### src/rtl/instr_mem_pkg.sv
//------------------------------------------------------------------------------
// instr_mem_pkg
//   Shared types and helpers for the loadable instruction memory.
//   - ld_state_t   : loader/fetch FSM states
//   - DEFAULT_NOP  : default instruction word returned on any invalid fetch
//   - addr_width_f : fetch address width for a given depth; one extra MSB so
//                    the core can present PCs at or beyond the array size
//------------------------------------------------------------------------------
package instr_mem_pkg;

   typedef enum logic [1:0] {
      IDLE = 2'd0,
      LOAD = 2'd1,
      RUN  = 2'd2
   } ld_state_t;

   localparam int unsigned DEFAULT_NOP = 0;

   function automatic int addr_width_f(input int depth);
      return $clog2(depth) + 1;
   endfunction

endpackage

### src/rtl/instr_ram_sp.sv
//------------------------------------------------------------------------------
// instr_ram_sp
//   Simple dual-ported storage: one write port and one registered read port.
//   The array and the read register have no reset, so this maps onto block RAM.
//   Ports:
//     clk    in   clock
//     we     in   write enable
//     waddr  in   write address
//     wdata  in   write data
//     re     in   read enable; when low the read register holds its value
//     raddr  in   read address
//     rdata  out  registered read data (valid the cycle after re)
//------------------------------------------------------------------------------
module instr_ram_sp #(
   parameter int DEPTH = 512,
   parameter int WIDTH = 9
)(
   input  logic                     clk,
   input  logic                     we,
   input  logic [$clog2(DEPTH)-1:0] waddr,
   input  logic [WIDTH-1:0]         wdata,
   input  logic                     re,
   input  logic [$clog2(DEPTH)-1:0] raddr,
   output logic [WIDTH-1:0]         rdata
);

   logic [WIDTH-1:0] mem_q [DEPTH];
   logic [WIDTH-1:0] rdata_q;

   always_ff @(posedge clk) begin
      if (we) begin
         mem_q[waddr] <= wdata;
      end
      if (re) begin
         rdata_q <= mem_q[raddr];
      end
   end

   assign rdata = rdata_q;

endmodule

### src/rtl/instr_mem_loadable.sv
//------------------------------------------------------------------------------
// instr_mem_loadable
//   Instruction memory for the emulated core. A program image is streamed in
//   over the load port, after which the core fetches with a 1-cycle registered
//   read. Fetches beyond the loaded length (or before any load completes)
//   return NOP_INSTR and raise addr_err for one cycle.
//
//   Load handshake: a word transfers on a rising edge where load_valid and
//   load_ready are both high. load_ready is high only in the LOAD state; the
//   source may hold load_valid high across cycles, and words offered while
//   load_ready is low are simply dropped.
//
//   Ports:
//     clk          in   clock, all state on rising edge
//     reset_n      in   asynchronous active-low reset
//     load_start   in   pulse: begin a new program load (ignored while loading)
//     load_valid   in   load word present
//     load_data    in   load word
//     load_last    in   marks the final word of the image
//     load_ready   out  load word accepted this cycle if load_valid
//     load_done    out  program present, fetch enabled (level)
//     prog_len     out  number of words loaded
//     fetch_en     in   fetch instr_addr; low = stall, outputs hold
//     instr_addr   in   fetch address (PC)
//     instr_out    out  fetched instruction (NOP_INSTR on invalid fetch)
//     instr_valid  out  instr_out belongs to a completed fetch in RUN
//     addr_err     out  1-cycle flag aligned with instr_out: bad fetch
//     dbg_state    out  current FSM state, for observation only
//------------------------------------------------------------------------------
module instr_mem_loadable
   import instr_mem_pkg::*;
#(
   parameter int                     ROM_SIZE    = 512,
   parameter int                     INSTR_WIDTH = 9,
   parameter int                     ADDR_WIDTH  = addr_width_f(ROM_SIZE),
   parameter logic [INSTR_WIDTH-1:0] NOP_INSTR   = INSTR_WIDTH'(DEFAULT_NOP)
)(
   input  logic                   clk,
   input  logic                   reset_n,
   input  logic                   load_start,
   input  logic                   load_valid,
   input  logic [INSTR_WIDTH-1:0] load_data,
   input  logic                   load_last,
   output logic                   load_ready,
   output logic                   load_done,
   output logic [ADDR_WIDTH-1:0]  prog_len,
   input  logic                   fetch_en,
   input  logic [ADDR_WIDTH-1:0]  instr_addr,
   output logic [INSTR_WIDTH-1:0] instr_out,
   output logic                   instr_valid,
   output logic                   addr_err,
   output ld_state_t              dbg_state
);

   localparam int WP_W = $clog2(ROM_SIZE);

   ld_state_t              state_q, state_d;
   logic [WP_W-1:0]        wp_q, wp_d;
   logic [ADDR_WIDTH-1:0]  prog_len_q, prog_len_d;
   logic                   valid_q, valid_d;
   logic                   err_q, err_d;
   // Selects RAM data vs. NOP on the output; the RAM read register itself
   // holds across stalls, so this flag is all that has to be remembered.
   logic                   use_ram_q, use_ram_d;

   logic                   accept;
   logic                   wp_full;
   logic                   in_range;
   logic                   ram_re;
   logic [INSTR_WIDTH-1:0] ram_rdata;

   assign load_ready = (state_q == LOAD);
   assign load_done  = (state_q == RUN);
   assign accept     = load_valid && load_ready;
   assign wp_full    = (wp_q == WP_W'(ROM_SIZE - 1));

   // prog_len gates every read, so stale words from an aborted or shorter
   // earlier load are never visible.
   assign in_range   = (state_q == RUN) && (instr_addr < prog_len_q);
   assign ram_re     = fetch_en && in_range;

   //---------------------------------------------------------------------------
   // FSM, write pointer and program length
   //---------------------------------------------------------------------------
   always_comb begin
      state_d    = state_q;
      wp_d       = wp_q;
      prog_len_d = prog_len_q;
      case (state_q)
         IDLE, RUN: begin
            if (load_start) begin
               state_d    = LOAD;
               wp_d       = '0;
               prog_len_d = '0;
            end
         end
         LOAD: begin
            if (accept) begin
               // Pointer saturates at the last slot; the FSM leaves LOAD on
               // that same word, so it never wraps.
               if (!wp_full) begin
                  wp_d = wp_q + WP_W'(1);
               end
               prog_len_d = ADDR_WIDTH'(wp_q) + ADDR_WIDTH'(1);
               if (load_last || wp_full) begin
                  state_d = RUN;
               end
            end
         end
         default: state_d = IDLE;
      endcase
   end

   //---------------------------------------------------------------------------
   // Fetch response
   //---------------------------------------------------------------------------
   always_comb begin
      valid_d   = valid_q;
      use_ram_d = use_ram_q;
      err_d     = 1'b0;
      if (fetch_en) begin
         if (state_q == RUN) begin
            valid_d   = 1'b1;
            use_ram_d = in_range;
            err_d     = !in_range;
         end else begin
            valid_d   = 1'b0;
            use_ram_d = 1'b0;
            err_d     = 1'b1;
         end
      end
   end

   always_ff @(posedge clk or negedge reset_n) begin
      if (!reset_n) begin
         state_q    <= IDLE;
         wp_q       <= '0;
         prog_len_q <= '0;
         valid_q    <= 1'b0;
         err_q      <= 1'b0;
         use_ram_q  <= 1'b0;
      end else begin
         state_q    <= state_d;
         wp_q       <= wp_d;
         prog_len_q <= prog_len_d;
         valid_q    <= valid_d;
         err_q      <= err_d;
         use_ram_q  <= use_ram_d;
      end
   end

   instr_ram_sp #(
      .DEPTH (ROM_SIZE),
      .WIDTH (INSTR_WIDTH)
   ) u_ram (
      .clk   (clk),
      .we    (accept),
      .waddr (wp_q),
      .wdata (load_data),
      .re    (ram_re),
      .raddr (instr_addr[WP_W-1:0]),
      .rdata (ram_rdata)
   );

   assign instr_out   = use_ram_q ? ram_rdata : NOP_INSTR;
   assign instr_valid = valid_q;
   assign addr_err    = err_q;
   assign prog_len    = prog_len_q;
   assign dbg_state   = state_q;

endmodule

### config.mk
export PLATFORM = sky130hd
export DESIGN_NAME = instr_mem_loadable
export DESIGN_NICKNAME = d
export VERILOG_FILES = /design/src/rtl/instr_mem_pkg.sv /design/src/rtl/instr_ram_sp.sv /design/src/rtl/instr_mem_loadable.sv
export SDC_FILE = /design/constraint.sdc
export NUM_CORES = 2
export LEC_CHECK = 0
export CAP_MARGIN = 15
export CORE_UTILIZATION = 44
export DETAILED_ROUTE_END_ITERATION = 12
export MAX_ROUTING_LAYER = met4
export PLACE_DENSITY = 0.56
export SYNTH_ARGS = -nofsm -noshare
export SYNTH_HDL_FRONTEND = slang
export SYNTH_MEMORY_MAX_BITS = 65536
export SYNTH_SLANG_ARGS = --single-unit
### constraint.sdc
create_clock -name clk -period 3.4 [get_ports clk]
set_input_delay 1.02 -clock clk [delete_from_list [all_inputs] [get_ports clk]]
set_output_delay 1.02 -clock clk [all_outputs]
set_load 0.02 [all_outputs]
Word level (Yosys, flattened, before mapping)
Memories as Yosys holds them, arrays and structs flattened. A register that Yosys moved wholly into a read port is not among the register bits.
Index checks and enable logic that the tools add are counted.
{"block": "word_totals", "register_bits": 24, "n_memories": 1, "ramBits": 4608, "out_inout_bits": 25}
{"memory": "u_ram.mem_q", "depth": 512, "word_bits": 9, "rd": 1, "rd_ports_with_merged_regs": 1, "wr": 1, "line": "instr_ram_sp.sv:27", "text": "logic [WIDTH-1:0] mem_q [DEPTH];"}
{"block": "classes", "mux": 18, "n_addsub": 2, "magnitude_cmp": 1, "eq_ne": 7, "n_reduce_logical": 11}
{"op": "$mux W9", "n": 4}
{"op": "$mux W10", "n": 2}
{"op": "$pmux W10 S2", "n": 1}
{"op": "$pmux W9 S2", "n": 1}
{"op": "$add A9 B1 Y10 const B", "n": 1}
{"op": "$lt A10 B10 Y1", "n": 1}
{"op": "$add A9 B1 Y9 const B", "n": 1}
{"op": "$eq A9 B9 Y1 const B", "n": 1}
{"op": "$mux W1", "n": 6}
{"op": "$mux W2", "n": 3}
{"op": "$reduce_and A3 Y1", "n": 2}
{"op": "$ne A2 B1 Y1 const B", "n": 2}
{"op": "$ne A2 B2 Y1 const B", "n": 2}
{"op": "$pmux W2 S2", "n": 1}
{"op": "$reduce_and A4 Y1", "n": 1}
{"op": "$logic_and A1 B1 Y1", "n": 3}
{"op": "$eq A2 B1 Y1 const B", "n": 1}
{"op": "$eq A2 B2 Y1 const B", "n": 1}
{"op": "$logic_not A2 Y1", "n": 1}
{"op": "$reduce_bool A2 Y1", "n": 1}
{"op": "$reduce_or A2 Y1", "n": 1}
{"op": "$logic_not A1 Y1", "n": 1}
{"op": "$logic_or A1 B1 Y1", "n": 1}

Longest topological paths before layout
{"block": "logic_depth", "word_depth": 5, "ltp_mapped": 11}

Modules after synthesis
Synthesis repeated with hierarchy kept, for this count alone.
{"block": "hier_totals", "cells_unflattened": 9051, "area_unflattened_um2": 181185.0}
{"module": "instr_ram_sp", "cells_per_inst": 8888, "instances": 1, "area_per_inst_um2": 179704.9}
{"module": "instr_mem_loadable", "cells_per_inst": 163, "instances": 1, "area_per_inst_um2": 1480.2}

Worst setup path after synthesis
Ideal clock, no wire load.
{"block": "synth_path", "path_type": "input port to flip-flop", "start": "input port instr_addr[0]", "end": "register u_ram.rdata_q[0] (netlist: u_ram.rdata[0]) (read register of u_ram.mem_q), enable pin", "setup_slack_ns": -0.048, "setup_ns": 0.387, "arrival_ns": 3.061, "cell_stages": 10, "required_time_ns": 3.013, "path_cell_list": "buf_6 -> buf_6 -> buf_6 -> nand2b_1 -> a21o_1 -> a21o_1 -> a211oi_1 -> o21ai_0 -> o2111a_1 -> o21ai_0"}
{"block": "synth_between", "elab_chain_len": 3}
{"item": "start: declaration", "line": "instr_mem_loadable.sv:48", "text": "input logic [ADDR_WIDTH-1:0] instr_addr,"}
{"item": "$lt A10 B10 Y1", "line": "instr_mem_loadable.sv:79", "text": "assign in_range = (state_q == RUN) && (instr_addr < prog_len_q);"}
{"item": "$logic_and A1 B1 Y1", "line": "instr_mem_loadable.sv:79"}
{"item": "$logic_and A1 B1 Y1", "line": "instr_mem_loadable.sv:80", "text": "assign ram_re = fetch_en && in_range;"}
{"item": "named net ram_re", "line": "instr_mem_loadable.sv:69", "text": "logic ram_re;"}
{"item": "end: declaration", "line": "instr_ram_sp.sv:28", "text": "logic [WIDTH-1:0] rdata_q;"}
The timed path passes the listed nets, and every way through them passes these cells.
A chain may end at the register's enable or synchronous reset.

Final worst setup path
{"block": "layout_path", "start": "input port instr_addr[0]", "end": "register u_ram.rdata_q[2] (netlist: u_ram.rdata[2]) (read register of u_ram.mem_q) (data pin)"}
{"block": "layout_between", "elab_chain_len": 3}
{"item": "$lt A10 B10 Y1", "line": "instr_mem_loadable.sv:79"}
{"item": "$logic_and A1 B1 Y1", "line": "instr_mem_loadable.sv:79"}
{"item": "$logic_and A1 B1 Y1", "line": "instr_mem_loadable.sv:80"}
Parallel ways exist; a longest one is shown, timed or not.

==> reports/summary.log <==
[outcome] result of the run finished, violations left
[outcome] violated checks setup timing
[synth] most instantiated library cell after synthesis sky130_fd_sc_hd__edfxtp_1
[pwr] share of total power consumed by net switching 0.215
[global_routing] via count of the first global-routing pass 91,600
[setup_path] critical path fanouts, max 23
[sta] count of final setup violators 1
[synth] Synth Instances 8,293
[clock_tree] clk slew on worst S/H paths 0.06 ns
[layout] layout filler cell count 31,300
[die] core area 0.404 sq mm
[setup_path] Critical Path Source instr_addr[0]
[synth] count of cell types in the netlist 51
[routing] # DRC 0
[sta] number of hold violations in the final report 0
[layout] share of final-layout standard cells stronger than drive strength 1 0.326
[synth] synthesis-stage register bit count 4,641
[routing] iteration-0 DRC count of the detailed router 9,294
[clock_tree] Post-CTS Hold Buffers 0
[clock_tree] clock insertion delay at the later pin of the skew report 1.00 ns
[synth] per-instance average area after synthesis 21.6 sq um
[routing] overall via count from detail_route 89,100
[sta] Achievable Freq 292 MHz
[global_routing] global router's overall resource usage 0.235
[pwr] cell internal pwr 94,500 uW
[setup_path] arrival time reported for the critical path endpoint 4.16 ns
[synth] share of the synthesized area in the top cell type 0.774
[synth] number of flops mapped to enable cells by yosys 4,617
[synth] cell type with the largest total area after synthesis sky130_fd_sc_hd__edfxtp_1
[sta] slew at the pin closest to its max-slew limit 1.21 ns
[routing] average wire per cell in the routed design 30.2 um
[place] placer congestion estimate 0.870
[sta] relative slew slack 0.192
[die] number of placement rows 233
[pwr] part of the total power dissipated in sequential elements 0.524
[setup_path] crit path capture type flop
[routing] residual antenna-violating net count after detailed routing 0
[global_routing] number of antenna violations at the first check in global routing 22
[global_routing] GR Overflow Total 0
[die] Die Area 0.410 sq mm
[synth] number of warning messages in the yosys log 0
[pwr] share of total power in combinational logic 0.060
[die] num ports 50
[die] DIE HEIGHT 640 um
[sta] post-layout min period 3.42 ns
[routing] mean number of vias per cell 5.74
[routing] wire length reported by the detailed router 469 mm
[synth] synthesized cell area 0.179 sq mm
[hold_path] hold_sp load_data[6]
[pwr] clock share of power 0.416
[place] worst setup slack after placement -1.20 ns
[layout] number of nets in the layout 9,765
[pwr] Net Switching 25,900 uW
[clock_tree] number of setup buffers added after CTS 0
[synth] synthesized netlist net count 8,332
[synth] sequential area share after synthesis 0.778
[sta] setup ws final -0.0246 ns
[setup_path] Worst Setup Path Type in2reg
[pwr] Power per Cell Area 567 mW/mm^2
[clock_tree] clock tree sinks 4,641
[clock_tree] TritonCTS clock tree yes
[pwr] Leak 0.0686 uW
[sta] period utilisation layout 1.01
[clock_tree] CTS Root Buffer Type sky130_fd_sc_hd__clkbuf_16
[clock_tree] Clock Path Buffers 4
[routing] Detailed Routing Iterations Pass 1 5
[synth] predominant post-synthesis flop cell sky130_fd_sc_hd__edfxtp_1
[hold_path] classification of the worst-slack hold path in2reg
[setup_path] Worst EP required 4.14 ns
[hold_path] number of stages on the worst hold path 1
[layout] number of standard cells in the layout, taps in and fillers out 15,500
[sta] unrepaired setup endpoints after global routing no
[global_routing] wire length of the first global-routing pass 672 mm
[synth] most instantiated cells after synthesis sky130_fd_sc_hd__edfxtp_1 (4,617), sky130_fd_sc_hd__mux4_2 (1,153), sky130_fd_sc_hd__nor2_1 (626), sky130_fd_sc_hd__mux2i_1 (286), sky130_fd_sc_hd__clkbuf_1 (247)
[place] number of I/O port buffers 49
[setup_path] startpoint of the most critical register-to-register path wp_q[6]
[global_routing] pin count of the biggest net entering global routing 166
[die] die width 640 um
[pwr] maximum vdd ir drop 507 uV
[sta] final slew viol count 0
[synth] async set-reset flop share out of synthesis 0.00517
[clock_tree] number of CTS-inserted buffers 467
[place] cell count after placement 14,700
[clock_tree] H-tree lvl count 5
[synth] leading cell types by total area after synthesis sky130_fd_sc_hd__edfxtp_1 (77%), sky130_fd_sc_hd__mux4_2 (15%), sky130_fd_sc_hd__mux2i_1 (1.6%)
[setup_path] startpoint type of the worst setup path input pin
[job] max cap viols 0
[place] sum of net half-perimeters after detailed placement 302 mm
[layout] core occupancy in the finished layout 0.526
[layout] area of all placed cells without fillers 0.212 sq mm
[place] placed standard-cell area 0.197 sq mm
[sta] worst setup skew after layout 0.0685 ns
[setup_path] worst reg-to-reg path cell count 4
[layout] Area Growth Syn to Fin 18.6%
[die] initial core utilization 0.443
==> per-layer routing <==
layer,wire (um),global-route usage
met5,0,-
met4,11700,0.0566
met3,28600,0.0274
met2,232000,0.379
met1,196000,0.322
==> cell type report <==
class / instances / area (sq um) / area share
diodes: 9 / 22.5 / 0.000106
multi-input cells: 3125 / 37700 / 0.177
inverters: 15 / 60.1 / 0.000283
flip-flops and latches: 4641 / 139000 / 0.656
clock inverters: 266 / 2540 / 0.0120
well taps: 5405 / 6760 / 0.0318
clock buffers: 583 / 12300 / 0.0579
repair buffers: 1476 / 13800 / 0.0648
==> critical path, stage by stage <==
cell,delay (ns)
sky130_fd_sc_hd__buf_16,0.23
sky130_fd_sc_hd__buf_12,0.23
sky130_fd_sc_hd__buf_4,0.22
sky130_fd_sc_hd__mux4_2,0.54
sky130_fd_sc_hd__o22ai_1,0.24
sky130_fd_sc_hd__o21ai_0,0.19
sky130_fd_sc_hd__nand3_1,0.25
sky130_fd_sc_hd__and4_1,0.47
sky130_fd_sc_hd__a22oi_1,0.29
sky130_fd_sc_hd__buf_4,0.22
sky130_fd_sc_hd__and3_1,0.17
==> sequential cells by signal, summed over array words and instances (netlist names) <==
register,cells
wp_q,9
use_ram_q,1
u_ram.rdata,9
u_ram.mem_q,4608
prog_len,10
dbg_state,2
addr_err,1
instr_valid,1
==> per-stage QoR <==
| stage | total power, uW | TNS (ns) | hold slack (ns) |
|---|---|---|---|
| after detailed placement | 71600 | -13.15 | 0.500 |
| after CTS | 121000 | 0 | 0.258 |
| after global routing | 124000 | 0 | 0.283 |
| after floorplan | 67400 | 0 | 0.530 |
| final | 120000 | -0.0246 | 0.330 |
| after global placement | 71500 | -13.24 | 0.491 |
==> path summary, 6_finish.rpt <==
| path | endpoint | slack (ns) |
|---|---|---|
| worst max register to register | u_ram.mem_q[486][2] | 0.37 |
| max in group asynchronous | prog_len[1] | 2.70 |
| worst min register to register | instr_valid | 0.51 |
| worst max-delay path | u_ram.rdata[2] | -0.02 |
| worst min-delay path | u_ram.mem_q[224][6] | 0.33 |
| min in group asynchronous | instr_valid | 0.42 |
==> logic make-up (layout without fill, tap and decap cells) <==
kind of cell / after synthesis / count (layout) / share of synthesized area
buffers and inverters: 527 / 2340 / 0.0136
AOI/OAI and AO/OA: 605 / 605 / 0.0201
DFF: 4641 / 4641 / 0.778
other: 0 / 9 / 0
and+or+nand+nor: 1023 / 1023 / 0.0240
adders and majority gates: 14 / 14 / 0.000978
xor gates and xnor gates: 6 / 6 / 0.000293
muxes: 1477 / 1477 / 0.163
==> layout by cell type (no fill, tap or decap), types with 11 or more instances in the layout <==
master                            synthesis  final
sky130_fd_sc_hd__edfxtp_1              4617   4617
sky130_fd_sc_hd__clkbuf_16                0    473
sky130_fd_sc_hd__and3_1                  11     11
sky130_fd_sc_hd__nand4_1                 17     17
sky130_fd_sc_hd__nor2_1                 626    624
sky130_fd_sc_hd__dfrtp_1                 24     24
sky130_fd_sc_hd__clkdlybuf4s50_1          0     28
sky130_fd_sc_hd__o2bb2ai_1               36     36
sky130_fd_sc_hd__nand3_1                123    107
sky130_fd_sc_hd__buf_4                   56   1228
sky130_fd_sc_hd__clkinvlp_4               0     16
sky130_fd_sc_hd__inv_1                   15     14
sky130_fd_sc_hd__clkinv_1                 0    117
sky130_fd_sc_hd__and4_1                  17     17
sky130_fd_sc_hd__bufinv_16                0     42
sky130_fd_sc_hd__a21oi_1                130    130
sky130_fd_sc_hd__buf_12                   0    200
sky130_fd_sc_hd__ha_1                    14     14
sky130_fd_sc_hd__a221oi_1                22     21
sky130_fd_sc_hd__mux2i_1                286    285
sky130_fd_sc_hd__o221ai_1                30     29
sky130_fd_sc_hd__mux4_2                1153   1153
sky130_fd_sc_hd__nand3_4                  0     16
sky130_fd_sc_hd__clkbuf_1               247    105
sky130_fd_sc_hd__mux2_2                  38     38
sky130_fd_sc_hd__and2_1                  14     12
sky130_fd_sc_hd__buf_8                    0     11
sky130_fd_sc_hd__o22ai_1                111    111
sky130_fd_sc_hd__o21ai_0                233    231
sky130_fd_sc_hd__clkinv_2                 0     70
sky130_fd_sc_hd__nand2_1                176    175
==> what timing repair did <==
| action | CTS | global route |
|---|---|---|
| pin swaps | 0 | 2 |
| cloned | 0 | 0 |
| endpoints found under the hold margin | 0 | 0 |
| setup endpoints to repair | 8 | 4 |
| gates resized for setup | 9 | 5 |
==> power by group through the flow <==
stage / Clock, uW / Sequential (uW) / Combinational (uW)
6_report: 50100 / 63100 / 7230
5_1_grt: 53200 / 63000 / 7600
4_1_cts: 51000 / 63100 / 7310
3_5_place_dp: 0 / 64300 / 7290
3_3_place_gp: 0 / 64300 / 7200
2_1_floorplan: 0 / 64300 / 3110
Note: power is estimated with default switching activity, not from simulation.
